File: src/rtl/ddr_deser_align_if.sv
// ddr_deser_align_if: bus bundle for the multi-channel DDR deserialiser.
//   ENABLE      global enable (0 holds every channel idle)
//   RESYNC      per-channel pulse: drop lock and hunt again
//   Q1 / Q2     per-channel rising (earlier) / falling (later) sample
//   DATA        aligned words, channel n at [n*WIDTH +: WIDTH]
//   DATA_VALID  per-channel one-cycle strobe for its DATA slice
//   LOCKED      per-channel word framing locked
//   FAIL_CNT    per-channel saturating verify-failure count, 8 bits each
// master drives ENABLE/RESYNC/Q1/Q2; slave (the deserialiser) drives the rest.
interface ddr_deser_align_if #(
  parameter int unsigned CHANNELS = 1,
  parameter int unsigned WIDTH    = 8
);
  logic                        ENABLE;
  logic [CHANNELS-1:0]         RESYNC;
  logic [CHANNELS-1:0]         Q1;
  logic [CHANNELS-1:0]         Q2;
  logic [CHANNELS*WIDTH-1:0]   DATA;
  logic [CHANNELS-1:0]         DATA_VALID;
  logic [CHANNELS-1:0]         LOCKED;
  logic [CHANNELS*8-1:0]       FAIL_CNT;

  modport master (
    output ENABLE, RESYNC, Q1, Q2,
    input  DATA, DATA_VALID, LOCKED, FAIL_CNT
  );

  modport slave (
    input  ENABLE, RESYNC, Q1, Q2,
    output DATA, DATA_VALID, LOCKED, FAIL_CNT
  );
endinterface

File: src/rtl/ddr_deser_align.sv
// ddr_deser_align: multi-channel DDR input deserialiser with word alignment.
// Each channel shifts its Q1/Q2 pair (Q1 older) into a WIDTH+1 bit shift
// register, hunts for SYNC_PATTERN at either an even (C0) or odd (C1) bit
// offset, verifies SYNC_COUNT consecutive framed SYNC words, then delivers
// one aligned word every WIDTH/2 clocks.
// Ports:
//   CLK    capture clock, rising edge
//   RST_N  asynchronous active-low reset
//   bus    ddr_deser_align_if.slave (ENABLE, RESYNC, Q1, Q2 in;
//          DATA, DATA_VALID, LOCKED, FAIL_CNT out)
module ddr_deser_align #(
  parameter int unsigned      CHANNELS     = 1,
  parameter int unsigned      WIDTH        = 8,
  parameter logic [WIDTH-1:0] SYNC_PATTERN = 8'hA5,
  parameter int unsigned      SYNC_COUNT   = 4
) (
  input logic               CLK,
  input logic               RST_N,
  ddr_deser_align_if.slave  bus
);

  typedef enum logic [1:0] {
    S_IDLE,
    S_HUNT,
    S_VERIFY,
    S_LOCKED
  } state_e;

  localparam int unsigned      HALF       = WIDTH / 2;
  localparam int unsigned      BCW        = $clog2(HALF);
  localparam logic [BCW-1:0]   BC_LAST    = BCW'(HALF - 1);
  localparam logic [3:0]       MATCH_LOCK = 4'(SYNC_COUNT);

  for (genvar ch = 0; ch < CHANNELS; ch++) begin : g_ch
    logic [WIDTH:0]   sr_q, sr_d;
    state_e           state_q, state_d;
    logic             off_q, off_d;
    logic [BCW-1:0]   bc_q, bc_d;
    logic [3:0]       match_q, match_d;
    logic [WIDTH-1:0] data_q, data_d;
    logic             valid_q, valid_d;
    logic             locked_q, locked_d;
    logic [7:0]       fail_q, fail_d;

    logic [WIDTH-1:0] c0, c1, w;
    logic             boundary, c0_hit, c1_hit;

    always_comb begin
      sr_d     = {sr_q[WIDTH-2:0], bus.Q1[ch], bus.Q2[ch]};
      c0       = sr_q[WIDTH-1:0];
      c1       = sr_q[WIDTH:1];
      w        = off_q ? c1 : c0;
      boundary = (bc_q == BC_LAST);
      c0_hit   = (c0 == SYNC_PATTERN);
      c1_hit   = (c1 == SYNC_PATTERN);

      bc_d     = boundary ? '0 : bc_q + 1'b1;
      state_d  = state_q;
      off_d    = off_q;
      match_d  = match_q;
      data_d   = data_q;
      valid_d  = 1'b0;
      fail_d   = fail_q;

      if (!bus.ENABLE) begin
        state_d = S_IDLE;
      end else if (bus.RESYNC[ch] && (state_q != S_IDLE)) begin
        // RESYNC outranks a coincident boundary: no word is delivered.
        state_d = S_HUNT;
      end else begin
        unique case (state_q)
          S_IDLE: state_d = S_HUNT;
          S_HUNT: begin
            if (c0_hit || c1_hit) begin
              // Even offset wins when both candidates match; restart the
              // boundary counter so the next full word lands on a boundary.
              off_d   = ~c0_hit;
              bc_d    = '0;
              match_d = 4'd1;
              state_d = (SYNC_COUNT == 1) ? S_LOCKED : S_VERIFY;
            end
          end
          S_VERIFY: begin
            if (boundary) begin
              if (w == SYNC_PATTERN) begin
                match_d = match_q + 4'd1;
                if (match_d == MATCH_LOCK) state_d = S_LOCKED;
              end else begin
                state_d = S_HUNT;
                if (fail_q != 8'hFF) fail_d = fail_q + 8'd1;
              end
            end
          end
          S_LOCKED: begin
            if (boundary) begin
              data_d  = w;
              valid_d = 1'b1;
            end
          end
          default: state_d = S_IDLE;
        endcase
      end

      locked_d = (state_d == S_LOCKED);
    end

    always_ff @(posedge CLK or negedge RST_N) begin
      if (!RST_N) begin
        sr_q     <= '0;
        state_q  <= S_IDLE;
        off_q    <= 1'b0;
        bc_q     <= '0;
        match_q  <= '0;
        data_q   <= '0;
        valid_q  <= 1'b0;
        locked_q <= 1'b0;
        fail_q   <= '0;
      end else begin
        sr_q     <= sr_d;
        state_q  <= state_d;
        off_q    <= off_d;
        bc_q     <= bc_d;
        match_q  <= match_d;
        data_q   <= data_d;
        valid_q  <= valid_d;
        locked_q <= locked_d;
        fail_q   <= fail_d;
      end
    end

    assign bus.DATA[ch*WIDTH +: WIDTH] = data_q;
    assign bus.DATA_VALID[ch]          = valid_q;
    assign bus.LOCKED[ch]              = locked_q;
    assign bus.FAIL_CNT[ch*8 +: 8]     = fail_q;
  end

endmodule

File: src/flat_wrapper.sv
// flat-port wrapper written by rule: the top's interface ports become plain ports
module ddr_deser_align_flat 
#(
  parameter int unsigned      CHANNELS     = 1,
  parameter int unsigned      WIDTH        = 8,
  parameter logic [WIDTH-1:0] SYNC_PATTERN = 8'hA5,
  parameter int unsigned      SYNC_COUNT   = 4
)
  (CLK, RST_N, bus_ENABLE, bus_RESYNC, bus_Q1, bus_Q2, bus_DATA, bus_DATA_VALID, bus_LOCKED, bus_FAIL_CNT);
  ddr_deser_align_if #(.CHANNELS(CHANNELS), .WIDTH(WIDTH)) bus_i ();
  input logic CLK;
  input logic RST_N;
  input wire logic [$bits(bus_i.ENABLE)-1:0] bus_ENABLE;
  input wire logic [$bits(bus_i.RESYNC)-1:0] bus_RESYNC;
  input wire logic [$bits(bus_i.Q1)-1:0] bus_Q1;
  input wire logic [$bits(bus_i.Q2)-1:0] bus_Q2;
  output wire logic [$bits(bus_i.DATA)-1:0] bus_DATA;
  output wire logic [$bits(bus_i.DATA_VALID)-1:0] bus_DATA_VALID;
  output wire logic [$bits(bus_i.LOCKED)-1:0] bus_LOCKED;
  output wire logic [$bits(bus_i.FAIL_CNT)-1:0] bus_FAIL_CNT;
  assign bus_i.ENABLE = bus_ENABLE;
  assign bus_i.RESYNC = bus_RESYNC;
  assign bus_i.Q1 = bus_Q1;
  assign bus_i.Q2 = bus_Q2;
  assign bus_DATA = bus_i.DATA;
  assign bus_DATA_VALID = bus_i.DATA_VALID;
  assign bus_LOCKED = bus_i.LOCKED;
  assign bus_FAIL_CNT = bus_i.FAIL_CNT;
  ddr_deser_align #(.CHANNELS(CHANNELS), .WIDTH(WIDTH), .SYNC_PATTERN(SYNC_PATTERN), .SYNC_COUNT(SYNC_COUNT)) u_core (.CLK(CLK), .RST_N(RST_N), .bus(bus_i));
endmodule
File: config.mk
export PLATFORM = sky130hd
export DESIGN_NAME = ddr_deser_align_flat
export DESIGN_NICKNAME = d
export VERILOG_FILES = /design/src/rtl/ddr_deser_align_if.sv /design/src/rtl/ddr_deser_align.sv /design/src/flat_wrapper.sv
export SDC_FILE = /design/constraint.sdc
export NUM_CORES = 1
export LEC_CHECK = 0
export CORE_MARGIN = 2
export CORE_UTILIZATION = 48
export CTS_CLUSTER_DIAMETER = 100
export CTS_CLUSTER_SIZE = 8
export DETAILED_ROUTE_END_ITERATION = 10
export GPL_TIMING_DRIVEN = 1
export HOLD_SLACK_MARGIN = 0.12
export PLACE_DENSITY = 0.75
export SLEW_MARGIN = 15
export SYNTH_ARGS = -nofsm -noshare
export SYNTH_HDL_FRONTEND = slang
export SYNTH_SLANG_ARGS = --single-unit
File: constraint.sdc
create_clock -name CLK -period 2 [get_ports CLK]
set_input_delay 0.2 -clock CLK [delete_from_list [all_inputs] [get_ports CLK]]
set_output_delay 0.2 -clock CLK [all_outputs]
set_load 0.01 [all_outputs]
==> out/metrics.yaml <==
rows: 21
criticalPathCategory: "reg -> reg"
maxSlewHeadroom_pct: 70.58
min_path_type: "in -> async"
grt_util_all_layers_pct: 17.32
avgSynthCellArea_um2: 12.04
avgViaCountPerCell: 5.081
swShare_pct: 23.21
ctsHoldBuffers: 0
final.min_clock_period_ns: 1.909
ant_nets: 0
grt_pass1_vias: 1187
vias: 1123
hold_viol: 0
ys_ff_latch: 36
regArea_um2: 900.9
fin_nets: 184
dieArea_um2: 3948
post-place-cells: 210
clock_skew_ns: 0.008998
cp.required_ns: 2.24
drtIter0Drc: 102
hold_ws_ns: 0.2589
synthCells: 138
synthToLayoutAreaGrowth_pct: 25.00
start_util_pct: 49.79
wl_per_cell_um: 13.50
final_util_pct: 62.24
irDropWorstVdd_v: 0.0002860
drt_pre_antenna_iters: 4
clkTransAtPathRegs_ns: 0.11
grt_overflow_total: 0
port_buffers: 23
syn-num-nets: 148
root_buffer: "clkbuf_4"
layout_commonest_cell: "dfrtp_1"
period_share_pct: 95.43
seqPwrFrac_pct: 56.1
clock_latency_ns: 0.35
tightest_slew_ns: 0.4413
cts.path.max_buffers: 2
fmax_mhz: 523.9
cp_max_fo: 5
grt_pass1_wl_um: 5264
critPathCaptureType: "flip-flop"
worstReg2RegEnd: "u_core.g_ch[0].off_q"
yosysWarnings: 0
p_clk_share_pct: 37.6
ys_seq_area_share_pct: 54.22
final_cell_count_no_fill: 221
multi_input_area_um2: 733.2
synth_top_area_cell: "dfrtp_1"
synth.distinct_cells: 37
yosys_most_used_dff: "dfrtp_1"
die_h_um: 62.84
r2r_start: "u_core.g_ch[0].sr_q[4]"
cts.htree.levels: 2
die_x_um: 62.84
power_density_nw_per_um2: 663.6
async_reset_ff_share_pct: 100.0
ff2ff_path_depth: 4
p_int_mw: 1.058
postRouteWirelength_um: 2984
drc_errors: 0
status: "complete, no violations"
final_cell_mix: "36 x dfrtp_1, 23 x clkdlybuf4s50_1, 10 x nand2_1, 10 x nor2_1, 10 x mux2i_1"
reg2reg_slack_ns: 0.09
final_max_slew_viol_count: 0
yosys.area.top_type_share_pct: 54.22
fillers: 296
synth_area_um2: 1662
post-dp-hpwl_um: 2143
grt_max_degree: 37
worst_ep_arrival_time_ns: 2.14
combPwrFrac_pct: 6.3
synth-edff-count: 0
gp_congestion: 0.7798
layout-drive-gt1-share_pct: 16.00
p_sw_mw: 0.3198
cts_sinks: 36
ys_top_cells_by_area: "dfrtp_1 54%, mux2i_1 6.0%, xnor2_1 4.7%"
tritoncts: "done"
total_power_mw: 1.378
numCtsBuffers: 5
rsz0062_at_grt: "false"
core_area_um2: 3337
antenna_found_initial: 0
maxCapViolations: 0
io_pins: 24
setup_viol: 0
startpoint_type: "flip-flop"
num_antenna_cells: 0
p_leak_nw: 0.9038
setup_tns_ns: 0
-- cells in the mapped netlist, drive strengths merged (2+ instances only) --
master,n
a21oi,10
a31o,2
and3,3
and4,2
buf,3
dfrtp,36
ha,4
inv,2
mux2,3
mux2i,10
nand2,10
nand2b,5
nand3,6
nand4,4
nor2,10
nor2b,2
nor3,3
o21ai,2
xnor2,9
-- logic make-up (layout without fill, tap and decap cells) --
kind of cell	after synthesis	after routing	share of synthesized area (%)
AO/OA/AOI/OAI	20	20	10.54
adder cells (fa/ha/maj)	4	4	3.012
flip-flops	36	36	54.22
XOR/XNOR	9	9	4.744
AND/OR/NAND/NOR	51	51	17.55
buffers and inverters	5	42	1.656
multiplexers	13	13	8.283
-- routing by layer --
metal	GRT usage (%)	routed length [um]	vias up
li1	-	-	568
met1	20.02	1338	527
met2	30.38	1501	21
met3	3.784	96	7
met4	8.333	48	0
met5	0	0	-
-- worst max-delay path, cell delays in order, from the launching register on --
cell       delay, ns
dfrtp_1         0.44
nor4b_2         0.31
nand4_2         0.19
a2111oi_4       0.49
mux2_1          0.36
-- state kept, by name, summed over array words and instances (netlist names) --
signal	flops
u_core.g_ch.off_q	1
u_core.g_ch.sr_q	9
u_core.bus.DATA	8
u_core.bus.LOCKED	1
u_core.g_ch.bc_q	2
u_core.bus.FAIL_CNT	8
u_core.g_ch.match_q	4
u_core.bus.DATA_VALID	1
u_core.g_ch.state_q	2
-- power by group through the flow --
stage	sequential (mW)	clock (mW)	combinational [mW]
after floorplan	0.784	0	0.0438
after global placement	0.785	0	0.0874
after detailed placement	0.788	0	0.0906
after CTS	0.774	0.531	0.0898
after global routing	0.778	0.564	0.101
final	0.773	0.518	0.0871
-- stage by stage --
step / cell area, um^2 / setup WS (ns)
after global routing: 2077 / 0.002650
after global placement: 1974 / 0.09843
after detailed placement: 1974 / 0.01483
final: 2077 / 0.09141
after floorplan: 1662 / 0.1558
after CTS: 2054 / 0.03212
-- how the worst max path moves through the flow --
stage               depth (start not counted)                      to  slack (ns)                    from
finish                                      4    u_core.g_ch[0].off_q        0.09  u_core.g_ch[0].sr_q[4]
global placement                            4    u_core.g_ch[0].off_q         0.1  u_core.g_ch[0].sr_q[4]
global route                                5  u_core.g_ch[0].bc_q[1]       0.003  u_core.g_ch[0].sr_q[4]
floorplan                                   6  u_core.bus.FAIL_CNT[1]        0.16  u_core.g_ch[0].sr_q[4]
detailed placement                          4    u_core.g_ch[0].off_q        0.01  u_core.g_ch[0].sr_q[4]
CTS                                         4    u_core.g_ch[0].off_q        0.03  u_core.g_ch[0].sr_q[1]
-- layout make-up --
| class | count | share of cell area, % |
|---|---|---|
| timing repair buffer | 32 | 14.34 |
| clock buffer | 5 | 1.807 |
| tap | 46 | 2.771 |
| clock inverter | 3 | 2.048 |
| inverter | 2 | 0.3614 |
| multi-input combinational | 97 | 35.30 |
| sequential | 36 | 43.37 |
-- what timing repair did --
item | 4_1_cts | 5_1_grt
gates resized for setup | 0 | 0
pin swaps | 1 | 4
buffers inserted | 0 | 3
setup endpoints to repair | 1 | 6
Note: power is estimated with default switching activity, not from simulation.
==> patch: new RTL, same settings <==
Re-encode `state_e` (4 states) as Gray code, 2 bits wide.
--- a/src/rtl/ddr_deser_align.sv
+++ b/src/rtl/ddr_deser_align.sv
@@ -20,10 +20,10 @@
 );
 
   typedef enum logic [1:0] {
-    S_IDLE,
-    S_HUNT,
-    S_VERIFY,
-    S_LOCKED
+    S_IDLE   = 2'b00,
+    S_HUNT   = 2'b01,
+    S_VERIFY = 2'b11,
+    S_LOCKED = 2'b10
   } state_e;
 
   localparam int unsigned      HALF       = WIDTH / 2;
Behaviour: same outputs for any inputs over 10 cycles, from zero or initial values and one cycle with RST_N low; not proved beyond that.
==> patch against the unedited design <==
  * First-iteration DRC count shrank 34%
  * Clock skew hardly changed
  * Power decreased by 11%
  * Sequential cell count stayed put
  * Synthesized area decreased by 4.7%
  * Worst setup slack better by 46 ps
  * Routed wire length fell by 4.2%
  * Design area fell by 4.5%
  * Critical path type unchanged
==> patch: results (changes against the unedited design) <==
INFO  sta            worstMarginPinSlew=442ps [+0.653 ps]
INFO  pwr            static-leakage-power=0.844nW [-6.6%]
INFO  setup_path     reg2reg_from=u_core.g_ch[0].sr_q[2]
INFO  routing        totalWireLength=2860um [-4.2%]
INFO  logic_synthesis synth_xor_area_frac=0.0498 [+0.00236]
INFO  place          dpl_worst_slack=62.4ps [+47.6 ps]
INFO  setup_path     critPathSlowestCell=sky130_fd_sc_hd__dfrtp_1
INFO  logic_synthesis synth_compound_area_frac=0.0925 [-0.0129]
INFO  pwr            irDropWorstVdd=0.487mV [+70%]
INFO  grt            met1_usage=0.254 [+0.0542]
INFO  place          post_dp_cell_area=0.00190sqmm [-3.7%]
INFO  status         status=finished clean
INFO  routing        wl_met2=1360um [-9.6%]
INFO  final_layout   final-instance-count-excl-fill=216 [-2.3%]
INFO  grt            use_met3=0.0567 [+0.0189]
INFO  place          placed_cells=208 [-0.95%]
INFO  pwr            sequentialPowerShare=0.621 [+0.060]
INFO  sta            clock.fmax=0.537GHz [+2.5%]
INFO  logic_synthesis yosys-mux-area-fraction=0.0577 [-0.0251]
INFO  grt            grt_first_pass_wirelength=5090um [-3.4%]
INFO  routing        via_per_inst=5.35 [+5.2%]
INFO  logic_synthesis ys_seq_area_frac=0.569 [+0.0270]
INFO  setup_path     cp_data_arrival_time=2080ps [-60 ps]
INFO  logic_synthesis top_cells_by_area_synth=sky130_fd_sc_hd__dfrtp_1 (57%), sky130_fd_sc_hd__mux2i_1 (5.1%), sky130_fd_sc_hd__xnor2_1 (3.9%)
INFO  setup_path     worst-path-max-fanout=8 [+3]
INFO  routing        route.met3.wl=122um [+27%]
INFO  place          routabilityCongestion=0.791 [+1.4%]
[patch: cell count changes after synthesis, moves of 2 or more]
cell                       change
sky130_fd_sc_hd__a21oi_1       +2
sky130_fd_sc_hd__a31o_2        -2
sky130_fd_sc_hd__and4_1        -2
sky130_fd_sc_hd__buf_2         +2
sky130_fd_sc_hd__inv_1         -2
sky130_fd_sc_hd__mux2i_1       -2
sky130_fd_sc_hd__nand2_1       -4
sky130_fd_sc_hd__nand2b_1      -4
sky130_fd_sc_hd__nand3_1       +3
sky130_fd_sc_hd__nor2_1        +6
sky130_fd_sc_hd__o21ai_1       +4
sky130_fd_sc_hd__xnor2_1       -2
sky130_fd_sc_hd__xor2_1        +2
[patch: worst min path at each step]
stage	start	to	slack [ps]
finish	RST_N	u_core.g_ch[0].bc_q[0]	260
global route	bus_Q2	u_core.g_ch[0].sr_q[0]	280
CTS	RST_N	u_core.bus.DATA_VALID	270
detailed placement	u_core.g_ch[0].sr_q[0]	u_core.g_ch[0].sr_q[2]	390
global placement	u_core.g_ch[0].sr_q[0]	u_core.g_ch[0].sr_q[2]	380
floorplan	RST_N	u_core.bus.DATA[0]	-100
[patch: what timing repair did]
| action | in CTS | in global routing |
|---|---|---|
| endpoints found under the setup margin | 0 | 5 |
| resized for setup | 0 | 5 |
| buffers inserted | 0 | 0 |
| endpoints found under the hold margin | 0 | 0 |
[patch: cell type report]
class	instances	area (sq um)	share of cell area
timing repair buffer	30	283	0.143
multi-input combinational	97	677	0.341
clock buffer	7	55.1	0.0278
clock inverter	1	7.51	0.00379
tap	44	55.1	0.0278
inverter	1	3.75	0.00189
sequential	36	902	0.455
[patch: critical path, delay by kind of cell (launching register included)]
family,cells,cell delay [ps]
simple gates,3,640
mux,1,330
compound gates,1,350
flops,1,430
